### config.mk
export PLATFORM = sky130hd
export DESIGN_NAME = mem_arbiter_flat
export DESIGN_NICKNAME = d
export VERILOG_FILES = /design/src/rtl/mem_arbiter_pkg.sv /design/src/rtl/mem_arbiter_if.sv /design/src/rtl/mem_arbiter_pick.sv /design/src/rtl/mem_arbiter.sv /design/src/flat_wrapper.sv
export SDC_FILE = /design/constraint.sdc
export NUM_CORES = 1
export LEC_CHECK = 0
export CORE_AREA = 2 2 92 94
export CTS_BUF_LIST = sky130_fd_sc_hd__clkbuf_8 sky130_fd_sc_hd__clkbuf_16
export CTS_CLUSTER_SIZE = 12
export DETAILED_ROUTE_END_ITERATION = 10
export DIE_AREA = 0 0 94 96
export PLACE_DENSITY_LB_ADDON = 0.05
export SLEW_MARGIN = 5
export SYNTH_ARGS = -nofsm -noshare
export SYNTH_HDL_FRONTEND = slang
export SYNTH_SLANG_ARGS = --single-unit
### constraint.sdc
create_clock -name i_clk -period 4.09 [get_ports i_clk]
set_clock_uncertainty 0.05 [all_clocks]
set_input_delay 0.818 -clock i_clk [delete_from_list [all_inputs] [get_ports i_clk]]
set_output_delay 0.818 -clock i_clk [all_outputs]
set_load 0.03 [all_outputs]
### src/rtl/mem_arbiter_pkg.sv
// Shared types for the instruction/data memory arbiter.
// Contents: default widths and latency, the FSM state encoding, the
// requester IDs, and a helper that returns the other requester.
package mem_arbiter_pkg;

    localparam int unsigned ADDR_W_DEF     = 14;
    localparam int unsigned DATA_W_DEF     = 32;
    localparam int unsigned RD_LATENCY_DEF = 1;

    typedef enum logic [1:0] {
        IDLE  = 2'd0,
        ISSUE = 2'd1,
        WAIT  = 2'd2,
        RESP  = 2'd3
    } state_e;

    typedef enum logic {
        REQ_FETCH = 1'b0,
        REQ_DATA  = 1'b1
    } req_id_e;

    // Return the requester that is not id (round-robin tie-break).
    function automatic req_id_e req_other(input req_id_e id);
        return (id == REQ_DATA) ? REQ_FETCH : REQ_DATA;
    endfunction

endpackage

### src/rtl/mem_arbiter_if.sv
// Bundle of the requester and memory signals around mem_arbiter.
// Modports:
//   slave  - the arbiter's view: requests and memory read data come in,
//            grants, responses and memory strobes go out.
//   master - the environment's view (fetch stage, LSU, memory).
interface mem_arbiter_if
    import mem_arbiter_pkg::*;
#(
    parameter int unsigned ADDR_W = ADDR_W_DEF,
    parameter int unsigned DATA_W = DATA_W_DEF
);

    // Fetch requester
    logic              i_f_req;
    logic [ADDR_W-1:0] i_f_addr;
    logic              o_f_gnt;
    logic              o_f_rvalid;
    // Data (load/store) requester
    logic              i_d_req;
    logic              i_d_we;
    logic [ADDR_W-1:0] i_d_addr;
    logic [DATA_W-1:0] i_d_wdata;
    logic              o_d_gnt;
    logic              o_d_rvalid;
    // Shared response and status
    logic [DATA_W-1:0] o_rdata;
    logic              o_busy;
    // Memory side
    logic              o_mem_read;
    logic              o_mem_write;
    logic [ADDR_W-1:0] o_mem_addr;
    logic [DATA_W-1:0] o_mem_wdata;
    logic [DATA_W-1:0] i_mem_rdata;

    modport slave (
        input  i_f_req, i_f_addr,
        input  i_d_req, i_d_we, i_d_addr, i_d_wdata,
        input  i_mem_rdata,
        output o_f_gnt, o_f_rvalid, o_d_gnt, o_d_rvalid,
        output o_rdata, o_busy,
        output o_mem_read, o_mem_write, o_mem_addr, o_mem_wdata
    );

    modport master (
        output i_f_req, i_f_addr,
        output i_d_req, i_d_we, i_d_addr, i_d_wdata,
        output i_mem_rdata,
        input  o_f_gnt, o_f_rvalid, o_d_gnt, o_d_rvalid,
        input  o_rdata, o_busy,
        input  o_mem_read, o_mem_write, o_mem_addr, o_mem_wdata
    );

endinterface

### src/rtl/mem_arbiter_pick.sv
// Combinational winner selection between the fetch and data requesters.
// Ports:
//   f_req_i  - fetch request
//   d_req_i  - data request
//   last_i   - requester granted most recently (used only in round-robin)
//   winner_o - selected requester
//   valid_o  - at least one request is present
// Build option: MEM_ARBITER_ROUND_ROBIN_EN selects round-robin tie-break;
// otherwise data always beats fetch.
module mem_arbiter_pick
    import mem_arbiter_pkg::*;
(
    input  logic    f_req_i,
    input  logic    d_req_i,
    input  req_id_e last_i,
    output req_id_e winner_o,
    output logic    valid_o
);

    // Single requester wins outright; a tie goes by policy.
    always_comb begin
        valid_o  = f_req_i | d_req_i;
        winner_o = REQ_DATA;
`ifdef MEM_ARBITER_ROUND_ROBIN_EN
        if (f_req_i && d_req_i) begin
            winner_o = req_other(last_i);
        end else if (f_req_i) begin
            winner_o = REQ_FETCH;
        end
`else
        if (f_req_i && !d_req_i) begin
            winner_o = REQ_FETCH;
        end
`endif
    end

`ifndef MEM_ARBITER_ROUND_ROBIN_EN
    // Fixed priority ignores the pointer.
    req_id_e unused_last;
    assign unused_last = last_i;
`endif

endmodule

### src/rtl/mem_arbiter.sv
// Arbiter sharing a single-port memory between the fetch stage (read only)
// and the load/store unit (read/write). One transaction is outstanding at
// a time: IDLE/RESP arbitrate, ISSUE strobes memory for one cycle, WAIT
// counts out the read latency, RESP returns a one-cycle rvalid pulse.
// Ports:
//   i_clk, i_reset - clock, synchronous active-high reset
//   bus            - mem_arbiter_if.slave: requester handshakes, shared
//                    o_rdata/o_busy, memory strobes/address/data
// Parameters: ADDR_W, DATA_W, RD_LATENCY (>= 1).
// Build option: MEM_ARBITER_ROUND_ROBIN_EN adds a last-winner pointer
// that breaks ties in favour of the requester not granted last.
module mem_arbiter
    import mem_arbiter_pkg::*;
#(
    parameter int unsigned ADDR_W     = ADDR_W_DEF,
    parameter int unsigned DATA_W     = DATA_W_DEF,
    parameter int unsigned RD_LATENCY = RD_LATENCY_DEF
) (
    input  logic         i_clk,
    input  logic         i_reset,
    mem_arbiter_if.slave bus
);

    localparam int unsigned CNT_W = $clog2(RD_LATENCY + 1);

    state_e            state_q;
    logic [CNT_W-1:0]  cnt_q;
    req_id_e           owner_q;
    logic              we_q;
    logic [ADDR_W-1:0] addr_q;
    logic [DATA_W-1:0] wdata_q;
    logic              f_gnt_q;
    logic              d_gnt_q;
    logic              f_rvalid_q;
    logic              d_rvalid_q;
    logic [DATA_W-1:0] rdata_q;
    logic              mem_read_q;
    logic              mem_write_q;
    logic              busy_q;

    req_id_e           pick_winner;
    logic              pick_valid;
    req_id_e           last_ptr;

`ifdef MEM_ARBITER_ROUND_ROBIN_EN
    req_id_e           last_q;
    assign last_ptr = last_q;
`else
    assign last_ptr = REQ_DATA;
`endif

    mem_arbiter_pick u_pick (
        .f_req_i  (bus.i_f_req),
        .d_req_i  (bus.i_d_req),
        .last_i   (last_ptr),
        .winner_o (pick_winner),
        .valid_o  (pick_valid)
    );

    // Main FSM; every output is a register updated here.
    always_ff @(posedge i_clk) begin
        if (i_reset) begin
            state_q     <= IDLE;
            cnt_q       <= '0;
            owner_q     <= REQ_FETCH;
            we_q        <= 1'b0;
            addr_q      <= '0;
            wdata_q     <= '0;
            f_gnt_q     <= 1'b0;
            d_gnt_q     <= 1'b0;
            f_rvalid_q  <= 1'b0;
            d_rvalid_q  <= 1'b0;
            rdata_q     <= '0;
            mem_read_q  <= 1'b0;
            mem_write_q <= 1'b0;
            busy_q      <= 1'b0;
`ifdef MEM_ARBITER_ROUND_ROBIN_EN
            last_q      <= REQ_DATA;
`endif
        end else begin
            // Pulses default low; each state raises only what it owns.
            f_gnt_q     <= 1'b0;
            d_gnt_q     <= 1'b0;
            f_rvalid_q  <= 1'b0;
            d_rvalid_q  <= 1'b0;
            mem_read_q  <= 1'b0;
            mem_write_q <= 1'b0;

            case (state_q)
                // RESP arbitrates exactly like IDLE so grants can chain.
                IDLE, RESP: begin
                    if (pick_valid) begin
                        state_q <= ISSUE;
                        busy_q  <= 1'b1;
                        owner_q <= pick_winner;
`ifdef MEM_ARBITER_ROUND_ROBIN_EN
                        last_q  <= pick_winner;
`endif
                        if (pick_winner == REQ_DATA) begin
                            d_gnt_q     <= 1'b1;
                            we_q        <= bus.i_d_we;
                            addr_q      <= bus.i_d_addr;
                            wdata_q     <= bus.i_d_wdata;
                            mem_read_q  <= ~bus.i_d_we;
                            mem_write_q <= bus.i_d_we;
                        end else begin
                            f_gnt_q     <= 1'b1;
                            we_q        <= 1'b0;
                            addr_q      <= bus.i_f_addr;
                            wdata_q     <= '0;
                            mem_read_q  <= 1'b1;
                        end
                    end else begin
                        state_q <= IDLE;
                        busy_q  <= 1'b0;
                    end
                end

                ISSUE: begin
                    state_q <= WAIT;
                    cnt_q   <= CNT_W'(RD_LATENCY);
                end

                // Memory data is valid while the counter reads 1.
                WAIT: begin
                    cnt_q <= cnt_q - CNT_W'(1);
                    if (cnt_q == CNT_W'(1)) begin
                        state_q <= RESP;
                        rdata_q <= we_q ? '0 : bus.i_mem_rdata;
                        if (owner_q == REQ_DATA) begin
                            d_rvalid_q <= 1'b1;
                        end else begin
                            f_rvalid_q <= 1'b1;
                        end
                    end
                end

                default: begin
                    state_q <= IDLE;
                    busy_q  <= 1'b0;
                end
            endcase
        end
    end

    assign bus.o_f_gnt     = f_gnt_q;
    assign bus.o_d_gnt     = d_gnt_q;
    assign bus.o_f_rvalid  = f_rvalid_q;
    assign bus.o_d_rvalid  = d_rvalid_q;
    assign bus.o_rdata     = rdata_q;
    assign bus.o_busy      = busy_q;
    assign bus.o_mem_read  = mem_read_q;
    assign bus.o_mem_write = mem_write_q;
    assign bus.o_mem_addr  = addr_q;
    assign bus.o_mem_wdata = wdata_q;

endmodule
### src/flat_wrapper.sv
// flat-port wrapper written by rule: the top's interface ports become plain ports
module mem_arbiter_flat import mem_arbiter_pkg::*;
#(
    parameter int unsigned ADDR_W     = ADDR_W_DEF,
    parameter int unsigned DATA_W     = DATA_W_DEF,
    parameter int unsigned RD_LATENCY = RD_LATENCY_DEF
)
  (i_clk, i_reset, bus_i_f_req, bus_i_f_addr, bus_i_d_req, bus_i_d_we, bus_i_d_addr, bus_i_d_wdata, bus_i_mem_rdata, bus_o_f_gnt, bus_o_f_rvalid, bus_o_d_gnt, bus_o_d_rvalid, bus_o_rdata, bus_o_busy, bus_o_mem_read, bus_o_mem_write, bus_o_mem_addr, bus_o_mem_wdata);
  mem_arbiter_if #(.ADDR_W(ADDR_W), .DATA_W(DATA_W)) bus_i ();
  input  logic i_clk;
  input  logic i_reset;
  input wire logic [$bits(bus_i.i_f_req)-1:0] bus_i_f_req;
  input wire logic [$bits(bus_i.i_f_addr)-1:0] bus_i_f_addr;
  input wire logic [$bits(bus_i.i_d_req)-1:0] bus_i_d_req;
  input wire logic [$bits(bus_i.i_d_we)-1:0] bus_i_d_we;
  input wire logic [$bits(bus_i.i_d_addr)-1:0] bus_i_d_addr;
  input wire logic [$bits(bus_i.i_d_wdata)-1:0] bus_i_d_wdata;
  input wire logic [$bits(bus_i.i_mem_rdata)-1:0] bus_i_mem_rdata;
  output wire logic [$bits(bus_i.o_f_gnt)-1:0] bus_o_f_gnt;
  output wire logic [$bits(bus_i.o_f_rvalid)-1:0] bus_o_f_rvalid;
  output wire logic [$bits(bus_i.o_d_gnt)-1:0] bus_o_d_gnt;
  output wire logic [$bits(bus_i.o_d_rvalid)-1:0] bus_o_d_rvalid;
  output wire logic [$bits(bus_i.o_rdata)-1:0] bus_o_rdata;
  output wire logic [$bits(bus_i.o_busy)-1:0] bus_o_busy;
  output wire logic [$bits(bus_i.o_mem_read)-1:0] bus_o_mem_read;
  output wire logic [$bits(bus_i.o_mem_write)-1:0] bus_o_mem_write;
  output wire logic [$bits(bus_i.o_mem_addr)-1:0] bus_o_mem_addr;
  output wire logic [$bits(bus_i.o_mem_wdata)-1:0] bus_o_mem_wdata;
  assign bus_i.i_f_req = bus_i_f_req;
  assign bus_i.i_f_addr = bus_i_f_addr;
  assign bus_i.i_d_req = bus_i_d_req;
  assign bus_i.i_d_we = bus_i_d_we;
  assign bus_i.i_d_addr = bus_i_d_addr;
  assign bus_i.i_d_wdata = bus_i_d_wdata;
  assign bus_i.i_mem_rdata = bus_i_mem_rdata;
  assign bus_o_f_gnt = bus_i.o_f_gnt;
  assign bus_o_f_rvalid = bus_i.o_f_rvalid;
  assign bus_o_d_gnt = bus_i.o_d_gnt;
  assign bus_o_d_rvalid = bus_i.o_d_rvalid;
  assign bus_o_rdata = bus_i.o_rdata;
  assign bus_o_busy = bus_i.o_busy;
  assign bus_o_mem_read = bus_i.o_mem_read;
  assign bus_o_mem_write = bus_i.o_mem_write;
  assign bus_o_mem_addr = bus_i.o_mem_addr;
  assign bus_o_mem_wdata = bus_i.o_mem_wdata;
  mem_arbiter #(.ADDR_W(ADDR_W), .DATA_W(DATA_W), .RD_LATENCY(RD_LATENCY)) u_core (.i_clk(i_clk), .i_reset(i_reset), .bus(bus_i));
endmodule
== Word level (Yosys, flattened, before mapping) ==
Cells that the tools add are included.
Word-level totals
  bits in registers: 90
Cells by class
  $add $sub $neg: 1
  equal/unequal tests: 4
  muxes and demuxes: 14
  bitwise operators: 6
  reductions and logical operators: 9
Operators with widths (count)
  2-to-1 mux 32 bit: 2
  2-to-1 mux 14 bit: 1
  2-to-1 mux 1 bit: 8
  case mux 2 bit (3 select lines): 1
  OR reduction 3 bit: 2
  inverter 1 bit: 5
  == test 2 bit, second input constant: 2
  AND reduction 2 bit: 2
  == test 2 x 1 -> 1 bit, second input constant: 1
  zero test 2 bit: 1
  2-to-1 mux 2 bit: 1
  != test 2 x 1 -> 1 bit, second input constant: 1
  case mux 1 bit (2 select lines): 1
  nonzero test 2 bit: 1
  OR reduction 2 bit: 1
  logical AND 1 bit: 1
  zero test 1 bit: 1
  bitwise OR 1 bit: 1
  subtractor 1 bit, second input constant: 1

== Longest topological paths before layout ==
  word-level depth: 4
  depth in mapped cells: 7

== Hierarchy ==
From an unflattened synthesis, not the netlist that was laid out.
Second synthesis, totals
  cells, all modules: 255
  area, all modules: 3103.0 µm²
By module, submodules not included
  mem_arbiter: times used 1, cells an instance 253, area each 3090.5 µm², sequential area each 1801.7 µm²
  mem_arbiter_pick: times used 1, cells an instance 2, area each 12.5 µm², sequential area each 0.0 µm²

== Worst setup path after synthesis ==
OpenSTA, ideal clock, no wires.
  kind: input to register
  start point: input port bus_i_d_req
  end point: register u_core.wdata_q[10] (netlist: u_core.bus.o_mem_wdata[10])
  arrival: 1507 ps
  data required time: 3923 ps
  slack: 2416 ps
  cell stages on the path: 6
  path buffers: 3
  path through: buf_6 -> nand2_1 -> nor2_2 -> buf_6 -> buf_6 -> a22o_1
On the way
  word-level cells in the longest chain between the ends: 3
  elaborated cells on any way between the ends: 5
RTL lines
  start: declaration: line flat_wrapper.sv:14  | input wire logic [$bits(bus_i.i_d_req)-1:0] bus_i_d_req;
  zero test 1 bit: line mem_arbiter_pick.sv:31  | if (f_req_i && !d_req_i) begin
  logical AND 1 bit: line mem_arbiter_pick.sv:31
  2-to-1 mux 32 bit: line mem_arbiter.sv:99  | if (pick_winner == REQ_DATA) begin
  end signal: assignment: line mem_arbiter.sv:103  | wdata_q <= bus.i_d_wdata;
  end: declaration: line mem_arbiter.sv:31  | logic [DATA_W-1:0] wdata_q;
Parallel ways exist; a longest one is shown, timed or not.
A chain may end at the register's enable or synchronous reset.

== Worst setup path in the final report ==
  start point: input port bus_i_d_req
  end point: register u_core.addr_q[10] (netlist: u_core.bus.o_mem_addr[10])
On the way
  word-level cells in the longest chain between the ends: 3
  elaborated cells on any way between the ends: 5
RTL lines
  zero test 1 bit: line mem_arbiter_pick.sv:31
  logical AND 1 bit: line mem_arbiter_pick.sv:31
  2-to-1 mux 14 bit: line mem_arbiter.sv:99
  end signal: assignment: line mem_arbiter.sv:102  | addr_q <= bus.i_d_addr;
  end signal: assignment: line mem_arbiter.sv:109  | addr_q <= bus.i_f_addr;
  end: declaration: line mem_arbiter.sv:30  | logic [ADDR_W-1:0] addr_q;
Parallel ways exist; a longest one is shown, timed or not.

==> reports/results.txt <==
highest routed layer: met4
max incr delay on CP: 0.74 ns
clock transition at the registers of the reported paths: 0.09 ns
Root Driver: clkbuf_8
largest net degree at the start of global routing: 33
Placed Area: 4965 sq um
global-route wire length before repair: 12.85 mm
post-placement setup slack: 1.305 ns
Cells after DPL: 539
final worst slack: 1.665 ns
Critical Path RT: 4.29 ns
Netlist Area Pre-Place: 3137 sq um
port buffer count: 181
fin crit period: 2.425 ns
DRT Pass-1 Iters: 4
commonest non-fill, non-tap cell in the layout: clkdlybuf4s50_1
commonest non-fill, non-tap cells in the layout: 181 x clkdlybuf4s50_1, 90 x dfxtp_1, 58 x a22o_1, 27 x nor2_1, 15 x nand2_1
GRT Util Overall: 18.12%
GRT overflow: 0
Non-Filler Instances: 555
Worst path slowest cell: o21ai_4
synthesized instance count: 271
Routability Congestion: 0.7178
Slew Viols, Final: 0
htree depth: 3
Max rail drop VDD: 0.0003167 V
residual DRC count: 0
met1 wire length: 3.795 mm
CP Launch Type: input port
R2R Setup Slk: 2.05 ns
Syn-to-layout area delta: 63.70%
Post-CTS Hold Fix Bufs: 0
CP arrival: 2.63 ns
routed wl met2: 3.835 mm
final hold vios: 0
TritonCTS buffer count: 9
drt initial violations: 67
sequential element share of the synthesized area: 57.44%
fin crit share: 59.28%
Die Span Y: 96 um
Worst-Margin Slew: 0.7655 ns
vias: 2722
Final Setup Violations: 0
row count: 33
DR WL/cell: 15.23 um
die width: 94 um
Synthesis Warnings: 0
CTS tree: yes
total nets after synthesis: 370
critical path class: in -> reg
core area: 8051 sq um
status: completed
clk_lat worst skew: 0.34 ns
critical path fanouts, max: 24
post-route setup TNS: 0 ns
ANT cells: 0
Initial Util: 38.96%
antenna viol nets, final: 0
mean area per synthesized cell: 11.57 sq um
crit path buf inv count: 1
Top delay family on crit path: compound AO/OA/AOI/OAI gates
design area: 5135 sq um
CP Cell Sequence: clkdlybuf4s50_1 -> o21ai_4 -> a21oi_1 -> a211oi_1
RSZ-0062 raised after global routing: false
I/O pins: 182
Lkg Pwr: 1.945 nW
post-CTS resize count: 0
final-layout fill cell count: 667
setup bufs post-CTS: 0
initial antenna violation count: 0
final WL: 8.453 mm
Max clock buf depth: 2
Max Clock Freq: 412.5 MHz
routed wl met3: 689 um
P per Cell Area: 574.7 nW/um^2
synthesized flop and latch total: 90
Hold WC Path Type: reg -> reg
synth unique cells: 31
Detail Placement HPWL: 5.916 mm
# nets final: 544
vias per inst: 4.905
Slew headroom: 48.77%
Tot Pwr: 2.951 mW
number of global-route vias before repair: 2599
layout cells sized above 1: 10.22%
die area: 9024 sq um
max cap viols: 0
Num Clock Sinks: 90
CP endpoint kind: flop
-- registers in the layout, summed over array words and instances (netlist names) --
register	flops
u_core.bus.o_mem_wdata	32
u_core.bus.o_rdata	32
u_core.bus.o_mem_addr	14
u_core.state_q	2
u_core.bus.o_busy	1
u_core.bus.o_d_gnt	1
u_core.bus.o_d_rvalid	1
u_core.bus.o_f_gnt	1
u_core.bus.o_f_rvalid	1
u_core.bus.o_mem_read	1
u_core.bus.o_mem_write	1
u_core.cnt_q	1
u_core.owner_q	1
u_core.we_q	1
-- per-stage QoR --
step	hold slack [ns]	util, %
finish	0.4048	63.78
global route	0.4287	63.78
CTS	0.4088	63.78
detailed placement	0.3881	61.66
global placement	0.3850	61.66
floorplan	0.3637	-
-- final cells by class --
class / count / area [sq um] / area share [%]
Clock buffer: 9 / 123.9 / 2.412
Clock inverter: 7 / 46.29 / 0.9016
Inverter: 2 / 7.507 / 0.1462
Multi-Input combinational cell: 157 / 1182 / 23.03
Sequential cell: 90 / 1802 / 35.09
Tap cell: 105 / 131.4 / 2.558
Timing Repair Buffer: 185 / 1842 / 35.87
-- Yosys cell counts --
cell	number	share of area, %
dfxtp_1	90	57
a22o_1	58	16
nor2_1	27	3.2
nand2_1	15	1.8
buf_2	12	1.9
a211oi_2	9	3.6
a21oi_2	9	2.5
a21oi_1	7	1.1
a32oi_1	7	2.0
a211oi_1	6	1.4
nand2b_1	4	0.80
buf_4	3	0.72
buf_6	3	1.1
ha_1	2	0.80
inv_1	2	0.24
nor2_2	2	0.40
a21o_1	1	0.24
a311oi_1	1	0.28
a311oi_2	1	0.48
and2_1	1	0.20
buf_1	1	0.12
buf_12	1	0.64
clkbuf_1	1	0.12
clkbuf_2	1	0.16
nand2_4	1	0.36
nand3b_1	1	0.24
nor2_4	1	0.36
nor2b_4	1	0.44
nor3_1	1	0.16
o21a_4	1	0.48
o21ai_4	1	0.52
-- logic make-up after synthesis --
family / Yosys count / synth area share, %
AO/OA/AOI/OAI: 101 / 28.80
AND/OR/NAND/NOR: 54 / 7.977
flip-flops: 90 / 57.44
adder cells (fa/ha/maj): 2 / 0.7976
buffers and inverters: 24 / 4.986
-- worst reg2reg max path: cells and delay by family (launching register included) --
family                     cells  cell delay, ns
and+or+nand+nor                1            0.51
buffers and inverters          1            0.06
DFF                            1            0.34
adders and majority gates      1            0.50
AOI/OAI and AO/OA              2            0.52
-- power breakdown --
group	leakage, nW	switching (mW)	total (mW)	internal, mW
Clock	0.0868	0.313	0.533	0.220
Sequential	0.735	0.0965	1.15	1.06
Combinational	1.12	0.720	1.26	0.543
Total	1.94	1.13	2.95	1.82
-- path summary, 6_finish.rpt --
check             cells past startpoint                          to              start
hold / removal                        1       u_core.bus.o_f_rvalid     u_core.owner_q
setup / recovery                      4   u_core.bus.o_mem_addr[10]        bus_i_d_req
hold reg to reg                       1       u_core.bus.o_f_rvalid     u_core.owner_q
setup reg to reg                      5  u_core.bus.o_mem_wdata[10]  u_core.state_q[0]
-- routing by layer --
metal,vias to the layer above,GRT usage (%)
met1,1261,23.91
met3,12,5.638
met2,112,27.56
met5,-,0
met4,0,7.609
li1,1337,-
No activity file was read; power rests on OpenSTA's default activity.
